`src/rtl/control_pulp_pkg.sv`:
```
// Shared types and constants for the external L2 AXI arbiter: AXI4 channel
// structs, controller state encoding and the legal L2 address window.
package control_pulp_pkg;

  localparam int unsigned AXI_ADDR_W = 32;
  localparam int unsigned AXI_DATA_W = 64;
  localparam int unsigned AXI_STRB_W = AXI_DATA_W / 8;
  localparam int unsigned AXI_ID_W   = 4;

  localparam logic [31:0] L2_RANGE_START = 32'h1C00_0000;
  localparam logic [31:0] L2_RANGE_END   = 32'h1C08_0000;

  typedef logic [1:0] resp_t;
  localparam resp_t RESP_OKAY   = 2'b00;
  localparam resp_t RESP_SLVERR = 2'b10;
  localparam resp_t RESP_DECERR = 2'b11;

  localparam logic [1:0] BURST_INCR = 2'b01;

  typedef enum logic [2:0] {
    ARB_IDLE,
    ARB_ADDR_CHK,
    ARB_WR_ADDR_DATA,
    ARB_WR_RESP,
    ARB_RD_ADDR,
    ARB_RD_DATA,
    ARB_DONE
  } arb_state_e;

  typedef struct packed {
    logic [AXI_ID_W-1:0]   id;
    logic [AXI_ADDR_W-1:0] addr;
    logic [7:0]            len;
    logic [2:0]            size;
    logic [1:0]            burst;
  } axi_ax_t;

  typedef struct packed {
    logic [AXI_DATA_W-1:0] data;
    logic [AXI_STRB_W-1:0] strb;
    logic                  last;
  } axi_w_t;

  typedef struct packed {
    logic [AXI_ID_W-1:0] id;
    resp_t               resp;
  } axi_b_t;

  typedef struct packed {
    logic [AXI_ID_W-1:0]   id;
    logic [AXI_DATA_W-1:0] data;
    resp_t                 resp;
    logic                  last;
  } axi_r_t;

  typedef struct packed {
    axi_ax_t aw;
    logic    aw_valid;
    axi_w_t  w;
    logic    w_valid;
    logic    b_ready;
    axi_ax_t ar;
    logic    ar_valid;
    logic    r_ready;
  } axi_req_t;

  typedef struct packed {
    logic   aw_ready;
    logic   ar_ready;
    logic   w_ready;
    logic   b_valid;
    axi_b_t b;
    logic   r_valid;
    axi_r_t r;
  } axi_resp_t;

  // Inclusive window test; operands are zero-extended so any AddrWidth up to 64 works.
  function automatic logic addr_in_range(input logic [63:0] addr,
                                         input logic [63:0] lo,
                                         input logic [63:0] hi);
    return (addr >= lo) && (addr <= hi);
  endfunction

endpackage

```
`src/rtl/axi_ext_rr_arb.sv`:
```
// Round-robin requester selection with a one-hot grant. The pointer names the
// highest-priority index and moves past the winner whenever a grant is taken.
module axi_ext_rr_arb #(
  parameter int unsigned NumReq = 2,
  parameter int unsigned IdxW   = (NumReq > 1) ? $clog2(NumReq) : 1
) (
  input  logic              clk_i,
  input  logic              rst_i,
  input  logic              en_i,
  input  logic [NumReq-1:0] req_i,
  output logic [NumReq-1:0] gnt_o,
  output logic [IdxW-1:0]   idx_o
);

  logic [IdxW-1:0] ptr_q;
  logic [IdxW-1:0] cand;
  logic            found;

  always_comb begin
    gnt_o = '0;
    idx_o = '0;
    cand  = '0;
    found = 1'b0;
    for (int i = 0; i < NumReq; i++) begin
      cand = IdxW'((32'(ptr_q) + 32'(i)) % NumReq);
      if (!found && req_i[cand]) begin
        found       = 1'b1;
        gnt_o[cand] = 1'b1;
        idx_o       = cand;
      end
    end
  end

  always_ff @(posedge clk_i) begin
    if (rst_i) begin
      ptr_q <= '0;
    end else if (en_i && found) begin
      ptr_q <= (idx_o == IdxW'(NumReq - 1)) ? '0 : idx_o + 1'b1;
    end
  end

endmodule

```
`src/rtl/axi_ext_l2_arbiter.sv`:
```
// Shares one external AXI4 master port among NumReq simple req/gnt requesters,
// one single-beat transaction at a time, with a local DECERR for non-L2 addresses.
//
// state            | meaning
// IDLE             | waiting for requests; grants one round-robin and latches it
// ADDR_CHK         | decide L2 window hit (AXI write/read) or local DECERR
// WR_ADDR_DATA     | AW and W offered together, each retired on its own ready
// WR_RESP          | waiting for B
// RD_ADDR          | AR offered until accepted
// RD_DATA          | waiting for R
// DONE             | completion pulse to the latched requester
module axi_ext_l2_arbiter #(
  parameter int unsigned          NumReq     = 2,
  parameter int unsigned          AddrWidth  = 32,
  parameter int unsigned          DataWidth  = 64,
  parameter logic [AddrWidth-1:0] RangeStart = control_pulp_pkg::L2_RANGE_START,
  parameter logic [AddrWidth-1:0] RangeEnd   = control_pulp_pkg::L2_RANGE_END,
  parameter type                  axi_req_t  = control_pulp_pkg::axi_req_t,
  parameter type                  axi_resp_t = control_pulp_pkg::axi_resp_t
) (
  input  logic                                  clk_i,
  input  logic                                  rst_i,
  input  logic [NumReq-1:0]                     req_i,
  input  logic [NumReq-1:0]                     we_i,
  input  logic [NumReq-1:0][AddrWidth-1:0]      addr_i,
  input  logic [NumReq-1:0][DataWidth-1:0]      wdata_i,
  input  logic [NumReq-1:0][DataWidth/8-1:0]    be_i,
  output logic [NumReq-1:0]                     gnt_o,
  output logic [NumReq-1:0]                     rvalid_o,
  output logic [DataWidth-1:0]                  rdata_o,
  output logic [1:0]                            resp_o,
  output axi_req_t                              axi_req_o,
  input  axi_resp_t                             axi_rsp_i
);

  import control_pulp_pkg::*;

  localparam int unsigned IdxW   = (NumReq > 1) ? $clog2(NumReq) : 1;
  localparam logic [2:0]  AxSize = 3'($clog2(DataWidth / 8));

  arb_state_e               state_q, state_d;
  logic [IdxW-1:0]          idx_q;
  logic                     we_q;
  logic [AddrWidth-1:0]     addr_q;
  logic [DataWidth-1:0]     wdata_q;
  logic [DataWidth/8-1:0]   be_q;
  logic [DataWidth-1:0]     rdata_q;
  logic [1:0]               resp_q;
  logic                     aw_done_q, w_done_q;
  logic                     in_range;
  logic                     arb_en;
  logic [NumReq-1:0]        arb_gnt;
  logic [IdxW-1:0]          arb_idx;

  assign arb_en   = (state_q == ARB_IDLE) && !rst_i;
  assign in_range = addr_in_range(64'(addr_q), 64'(RangeStart), 64'(RangeEnd));

  axi_ext_rr_arb #(
    .NumReq (NumReq),
    .IdxW   (IdxW)
  ) i_rr_arb (
    .clk_i  (clk_i),
    .rst_i  (rst_i),
    .en_i   (arb_en),
    .req_i  (req_i),
    .gnt_o  (arb_gnt),
    .idx_o  (arb_idx)
  );

  always_ff @(posedge clk_i) begin
    if (rst_i) begin
      state_q <= ARB_IDLE;
    end else begin
      state_q <= state_d;
    end
  end

  always_comb begin
    state_d = state_q;
    case (state_q)
      ARB_IDLE:         if (|req_i) state_d = ARB_ADDR_CHK;
      ARB_ADDR_CHK: begin
        if (!in_range)  state_d = ARB_DONE;
        else if (we_q)  state_d = ARB_WR_ADDR_DATA;
        else            state_d = ARB_RD_ADDR;
      end
      ARB_WR_ADDR_DATA: if ((aw_done_q || axi_rsp_i.aw_ready) && (w_done_q || axi_rsp_i.w_ready))
                          state_d = ARB_WR_RESP;
      ARB_WR_RESP:      if (axi_rsp_i.b_valid) state_d = ARB_DONE;
      ARB_RD_ADDR:      if (axi_rsp_i.ar_ready) state_d = ARB_RD_DATA;
      ARB_RD_DATA:      if (axi_rsp_i.r_valid) state_d = ARB_DONE;
      ARB_DONE:         state_d = ARB_IDLE;
      default:          state_d = ARB_IDLE;
    endcase
  end

  // Transaction context and completion data.
  always_ff @(posedge clk_i) begin
    if (rst_i) begin
      idx_q     <= '0;
      we_q      <= 1'b0;
      addr_q    <= '0;
      wdata_q   <= '0;
      be_q      <= '0;
      rdata_q   <= '0;
      resp_q    <= RESP_OKAY;
      aw_done_q <= 1'b0;
      w_done_q  <= 1'b0;
    end else begin
      case (state_q)
        ARB_IDLE: if (|req_i) begin
          idx_q   <= arb_idx;
          we_q    <= we_i[arb_idx];
          addr_q  <= addr_i[arb_idx];
          wdata_q <= wdata_i[arb_idx];
          be_q    <= be_i[arb_idx];
          rdata_q <= '0;
          resp_q  <= RESP_OKAY;
        end
        ARB_ADDR_CHK: begin
          aw_done_q <= 1'b0;
          w_done_q  <= 1'b0;
          if (!in_range) resp_q <= RESP_DECERR;
        end
        ARB_WR_ADDR_DATA: begin
          if (axi_rsp_i.aw_ready) aw_done_q <= 1'b1;
          if (axi_rsp_i.w_ready)  w_done_q  <= 1'b1;
        end
        ARB_WR_RESP: if (axi_rsp_i.b_valid) resp_q <= axi_rsp_i.b.resp;
        ARB_RD_DATA: if (axi_rsp_i.r_valid) begin
          rdata_q <= axi_rsp_i.r.data;
          resp_q  <= axi_rsp_i.r.resp;
        end
        default: ;
      endcase
    end
  end

  // Payload fields come straight from registers, so they hold until handshake.
  always_comb begin
    axi_req_o          = '0;
    axi_req_o.aw.addr  = addr_q;
    axi_req_o.aw.size  = AxSize;
    axi_req_o.aw.burst = BURST_INCR;
    axi_req_o.ar.addr  = addr_q;
    axi_req_o.ar.size  = AxSize;
    axi_req_o.ar.burst = BURST_INCR;
    axi_req_o.w.data   = wdata_q;
    axi_req_o.w.strb   = be_q;
    axi_req_o.w.last   = 1'b1;
    gnt_o              = '0;
    rvalid_o           = '0;
    case (state_q)
      ARB_IDLE:         if (!rst_i) gnt_o = arb_gnt;
      ARB_WR_ADDR_DATA: begin
        axi_req_o.aw_valid = !aw_done_q;
        axi_req_o.w_valid  = !w_done_q;
      end
      ARB_WR_RESP:      axi_req_o.b_ready  = 1'b1;
      ARB_RD_ADDR:      axi_req_o.ar_valid = 1'b1;
      ARB_RD_DATA:      axi_req_o.r_ready  = 1'b1;
      ARB_DONE:         if (!rst_i) rvalid_o[idx_q] = 1'b1;
      default: ;
    endcase
  end

  assign rdata_o = rdata_q;
  assign resp_o  = resp_q;

  logic unused_rsp;
  assign unused_rsp = ^{axi_rsp_i.b.id, axi_rsp_i.r.id, axi_rsp_i.r.last};

endmodule

```
`config.mk`:
```
export PLATFORM = sky130hd
export DESIGN_NAME = axi_ext_l2_arbiter
export DESIGN_NICKNAME = d
export VERILOG_FILES = /design/src/rtl/control_pulp_pkg.sv /design/src/rtl/axi_ext_rr_arb.sv /design/src/rtl/axi_ext_l2_arbiter.sv
export SDC_FILE = /design/constraint.sdc
export NUM_CORES = 1
export LEC_CHECK = 0
export BUFFER_PORTS_ARGS = -buffer_cell sky130_fd_sc_hd__clkbuf_2
export CORE_AREA = 5 5 205 207
export DETAILED_ROUTE_END_ITERATION = 7
export DIE_AREA = 0 0 210 212
export SLEW_MARGIN = 20
export SYNTH_ARGS = -nofsm -noshare
export SYNTH_HDL_FRONTEND = slang
export SYNTH_SLANG_ARGS = --single-unit
```
`constraint.sdc`:
```
create_clock -name clk_i -period 4.5 [get_ports clk_i]
set_clock_uncertainty 0.1 [all_clocks]
set_input_delay 1.35 -clock clk_i [delete_from_list [all_inputs] [get_ports clk_i]]
set_output_delay 1.35 -clock clk_i [all_outputs]
set_load 0.02 [all_outputs]
```
; ---- Yosys cells after proc, flatten, opt, wreduce, memory -nomap -nowiden
; Index checks and enable logic that the tools add are counted.
[word_totals]
n_memories = 0
input_bits = 296
output_inout_bits = 246
elab_cells = 116
ramBits = 0
romBits = 0
latchBits = 0
regBits = 178
[classes]
n_mul = 0
order_cmp = 9
shift = 0
bitwise_logic = 1
reduce_logical = 25
n_mux = 54
n_div = 0
n_eq_ne = 14
n_addsub = 2
[op_table]
columns = cell, n
row1 = 64-bit 2-to-1 mux, 4
row2 = 64-bit case mux with 2 select lines, 1
row3 = 32-bit 2-to-1 mux, 2
row4 = "32-bit by 29-bit greater-or-equal comparator with 1-bit output, second input constant", 1
row5 = "32-bit by 29-bit <= comparator with 1-bit output, second input constant", 1
row6 = 1-bit 2-to-1 mux, 21
row7 = 3-bit 2-to-1 mux, 7
row8 = 2-bit 2-to-1 mux, 10
row9 = 3-bit case mux with 6 select lines, 1
row10 = 8-bit 2-to-1 mux, 2
row11 = "2-bit inequality test, second input constant", 7
row12 = 5-bit AND reduction, 2
row13 = "3-bit == test, second input constant", 3
row14 = 1-bit logical AND, 8
row15 = "1-bit by 2-bit < comparator with 1-bit output, second input constant", 4
row16 = 2-bit case mux with 4 select lines, 1
row17 = "3-bit by 2-bit == test with 1-bit output, second input constant", 2
row18 = 2-bit AND reduction, 3
row19 = 1-bit zero test, 4
row20 = 1-bit case mux with 2 select lines, 2
row21 = 2-bit nonzero test, 2
row22 = 4-bit nonzero test, 1
row23 = 1-bit demux with 1-bit select, 3
row24 = "3-bit by 1-bit == test with 1-bit output, second input constant", 1
row25 = other kinds (8), 12

; ---- Depth between registers and ports, before layout
[logic_depth]
ltp_word = 9
depth_mapped = 7
depth_no_buf = 5

; ---- Hierarchy
; From an unflattened synthesis, not the netlist that was laid out.
[hier_totals]
hier_cells = 846
hier_area_um2 = 7901.3
[modules_own_cells]
columns = module, cells_per_inst, seq_area_each_um2, area_per_inst_um2, n_inst
row1 = axi_ext_l2_arbiter, 838, 3543.4, 7828.8, 1
row2 = axi_ext_rr_arb, 8, 20.0, 72.6, 1

; ---- Worst setup path after synthesis
; No wires, ideal clock.
[synth_timing]
path_type = input port to output port
start = in rst_i
end = out rvalid_o[0]
required_time_ns = 3.050
cell_stages = 3
n_path_buf = 2
t_arrival_ns = 2.392
setup_slack_ns = 0.658
path_cell_list = clkbuf_1 clkbuf_1 nor4_1
[synth_between]
elab_chain_len = 2
[synth_lines]
columns = item, line_no
row1 = "start, declared", axi_ext_l2_arbiter.sv:22  ; input logic rst_i,
row2 = 2-bit 2-to-1 mux, axi_ext_l2_arbiter.sv:162  ; ARB_DONE: if (!rst_i) rvalid_o[idx_q] = 1'b1;
row3 = 2-bit 2-to-1 mux, axi_ext_l2_arbiter.sv:153  ; case (state_q)
row4 = "end, declared", axi_ext_l2_arbiter.sv:29  ; output logic [NumReq-1:0] rvalid_o,
; Every way passes these cells.

; ---- Worst setup path after layout
[layout_timing]
start = in rst_i
end = out gnt_o[0]
[layout_between]
elab_chain_len = 2
[layout_lines]
columns = item, line_no
row1 = 2-bit 2-to-1 mux, axi_ext_l2_arbiter.sv:154  ; ARB_IDLE: if (!rst_i) gnt_o = arb_gnt;
row2 = 2-bit 2-to-1 mux, axi_ext_l2_arbiter.sv:153
row3 = "end, declared", axi_ext_l2_arbiter.sv:28  ; output logic [NumReq-1:0] gnt_o,
; Every way passes these cells.

==> PnR_summary.wiki <==
{| class="wikitable"
! Metric !! Value
|-
| Final RePlAce weighted congestion || 0.8833
|-
| Total number of H-tree levels || 4
|-
| Top flip-flop cell by instance count after synthesis || dfxtp_1
|-
| Number of buffers on the longest clock path || 2
|-
| Final Cycle Share || 84.99%
|-
| Hold buffer count at cts || 0
|-
| Total CTS buffers || 17
|-
| Number of buffers inserted by port buffering || 497
|-
| Leakage dissipation || 0.005494 µW
|-
| Register Area || 0.003563 mm²
|-
| Result of the run || finished, final reports clean
|-
| Maximum net fanout on the critical path || 4
|-
| Number of ports placed on the die boundary || 542
|-
| Routed wirelength normalized by instance count || 15.57 µm
|-
| Register-to-register path setup slack || 1.94 ns
|-
| TritonCTS clock tree || yes
|-
| Antenna violations before repair || 2
|-
| Remaining global-route overflow || 0
|-
| Per-cell via count in the routed design || 4.192
|-
| Cell type with the largest total area after synthesis || dfxtp_1
|-
| Fmax achieved || 0.2615 GHz
|-
| Power per cell area || 663.8 mW/mm²
|-
| RSZ-0062 raised after global routing || no
|-
| GR peak layer || met2
|-
| Area of the core || 0.04018 mm²
|-
| Dominant cells by area after synthesis || dfxtp_1 (43%), mux2i_1 (13%), a211oi_1 (9.3%), buf_4 (7.2%), nor2_1 (5.3%)
|-
| Clock Latency Late Sink || 0.44 ns
|-
| Crit path arrival time || 2.37 ns
|-
| Share of the synthesized area in the top cell type || 43.42%
|-
| Num rows || 74
|-
| Post-synthesis area per instance || 8.969 µm²
|-
| Share of async-settable or async-resettable flops after synthesis || 0%
|-
| Total DRC errors in the routed layout || 0
|-
| Post-synthesis sequential element count || 178
|-
| Clk sinks || 178
|-
| Met2 usage in global routing || 20.39%
|-
| Slew Limit Headroom || 32.38%
|-
| Met3 Use GR || 3.379%
|-
| Floorplan die width || 210 µm
|-
| Syn Std Cell Area || 0.008207 mm²
|-
| Final slew viol count || 0
|-
| Instance count of the mapped netlist || 915
|-
| Kind of capture point of the worst setup path || primary output
|-
| Final hold viol count || 0
|-
| Placement-stage worst setup slack || 0.6239 ns
|-
| Area growth syn-to-layout || 37.58%
|-
| Worst hold path cell count || 2
|-
| # setup viols final || 0
|-
| Final std cell area, no fill || 0.01129 mm²
|-
| Root cell of the clock tree || clkbuf_16
|-
| Drt total wl || 29190 µm
|-
| Filler instances || 4368
|-
| Number of distinct library cells after synthesis || 43
|-
| Die Area || 0.04452 mm²
|-
| Total negative slack for setup checks || 0 ns
|-
| Met1 demand-to-capacity share in global routing || 15.52%
|-
| Post-CTS Repair Setup Buffers || 0
|-
| Utilization after layout || 28.10%
|-
| CTS clock-pin slew for the worst setup and hold paths || 0.07 ns
|-
| Multi-input gate area in the final layout || 0.003811 mm²
|-
| Seq/Total Area, Yosys || 43.42%
|-
| Total half-perimeter wirelength after legalization and detailed placement || 22610 µm
|-
| Worst Tran Pin Value || 1.014 ns
|-
| Critical path required time || 3.05 ns
|-
| Pin count of the biggest net entering global routing || 125
|-
| Max Cap Viol || 0
|-
| Clock period minus worst slack || 3.825 ns
|-
| Count of vias placed by the detailed router || 7856
|-
| Overall global routing resource usage || 12.32%
|-
| First-pass GRT wire length || 43050 µm
|-
| Drt pass-1 iters || 4
|-
| Classification of the worst-slack hold path || flip-flop to flip-flop
|-
| Cell Area, Placed || 0.01069 mm²
|-
| Launching element type of the critical path || input pin
|-
| Overall die height || 212 µm
|-
| Count of yosys warnings during synthesis || 0
|-
| Iteration-0 DRC count of the detailed router || 422
|-
| Fraction of final layout cells sized beyond drive strength 1 || 41.16%
|-
| Post-CTS Resized || 0
|-
| Vias in the first global route || 7595
|-
| Count of nets after finishing || 1626
|-
| Count of antenna-violating nets left after detailed routing || 0
|-
| Number of synthesized flops with an enable pin || 0
|-
| Worst path setup slack after routing || 0.6754 ns
|-
| Largest vdd supply drop || 0.3693 mV
|-
| Effective utilization at floorplan || 20.42%
|-
| R2R cell count || 6
|-
| Setup Crit Path Kind || input pin to primary output
|}
## layer usage
metal	part of all wire, %	vias to the layer above
li1	-	3957
met1	43	3572
met2	48	299
met3	7.3	26
met4	1.7	2
met5	0.045	-
## synth_stat cells (3+ instances only)
| cell | number |
|---|---|
| a211oi_1 | 102 |
| a211oi_2 | 3 |
| a21o_1 | 3 |
| a21oi_1 | 67 |
| a2bb2oi_1 | 3 |
| buf_2 | 36 |
| buf_4 | 79 |
| buf_6 | 8 |
| clkbuf_1 | 21 |
| dfxtp_1 | 178 |
| inv_1 | 6 |
| mux2i_1 | 108 |
| nand2_1 | 70 |
| nand2b_1 | 3 |
| nand3_1 | 65 |
| nor2_1 | 115 |
| nor3_1 | 9 |
| nor4_1 | 9 |
## layout make-up
cell class                      instances  area share [%]
Antenna cell                            1         0.02216
Clock buffer                           19           3.923
Clock inverter                         11           1.352
Inverter                                7          0.2327
Multi-Input combinational cell        618           33.75
Sequential cell                       178           31.56
Tap cell                              532           5.895
Timing Repair Buffer                  508           23.26
## per-stage QoR
step / cells / power (µW) / hold slack (ns)
2_1_floorplan: 948 / 5071 / 0.3614
3_3_place_gp: 1843 / 5963 / 0.3380
3_5_place_dp: 1843 / 6007 / 0.3423
4_1_cts: 1873 / 7607 / 0.3521
5_1_grt: 1874 / 7978 / 0.3704
6_report: 1874 / 7495 / 0.3510
## sequential cells by signal (all words and copies together) (netlist names)
| register | flops |
|---|---|
| addr_q | 32 |
| wdata_q | 64 |
| aw_done_q | 1 |
| resp_o | 2 |
| rdata_o | 64 |
| we_q | 1 |
| idx_q | 1 |
| w_done_q | 1 |
| be_q | 8 |
| i_rr_arb.ptr_q | 1 |
| state_q | 3 |
## layout by cell type, fill, tap and decap left out, types with 4 or more instances in the layout
cell type	instances
a211oi_1	102
a21oi_1	67
buf_12	4
buf_4	7
clkbuf_16	17
clkbuf_2	496
conb_1	35
dfxtp_1	178
inv_1	6
inv_6	4
mux2i_1	108
nand2_1	70
nand3_1	65
nor2_1	114
nor3_1	9
nor4_1	9
## kinds of logic after synthesis
logic type	after synthesis	share of synthesized area [%]
buffers and inverters	152	11.89
AND/OR/NAND/NOR	281	14.99
multiplexers	109	13.31
AO/OA/AOI/OAI	193	16.30
other	2	0.09151
flip-flops	178	43.42
## worst paths after layout
path,startpoint,to
worst max register to register,state_q[0],rdata_o[57]
worst min register to register,rdata_o[19],rdata_o[19]
worst min-delay path,rdata_o[19],rdata_o[19]
worst max-delay path,rst_i,gnt_o[0]
## worst max-delay path, stage by stage
cell and delay (ns):
buf_6 0.12, nor4_1 0.23, buf_4 0.19, and3_1 0.19, clkbuf_2 0.28
## where the power goes
| part | total [µW] | internal [µW] | switching (µW) |
|---|---|---|---|
| Combinational | 3400 | 1130 | 2270 |
| Clock | 1560 | 889 | 673 |
| Sequential | 2540 | 2080 | 460 |
| Total | 7500 | 4100 | 3400 |
Power figures use the tool's default switching activity.
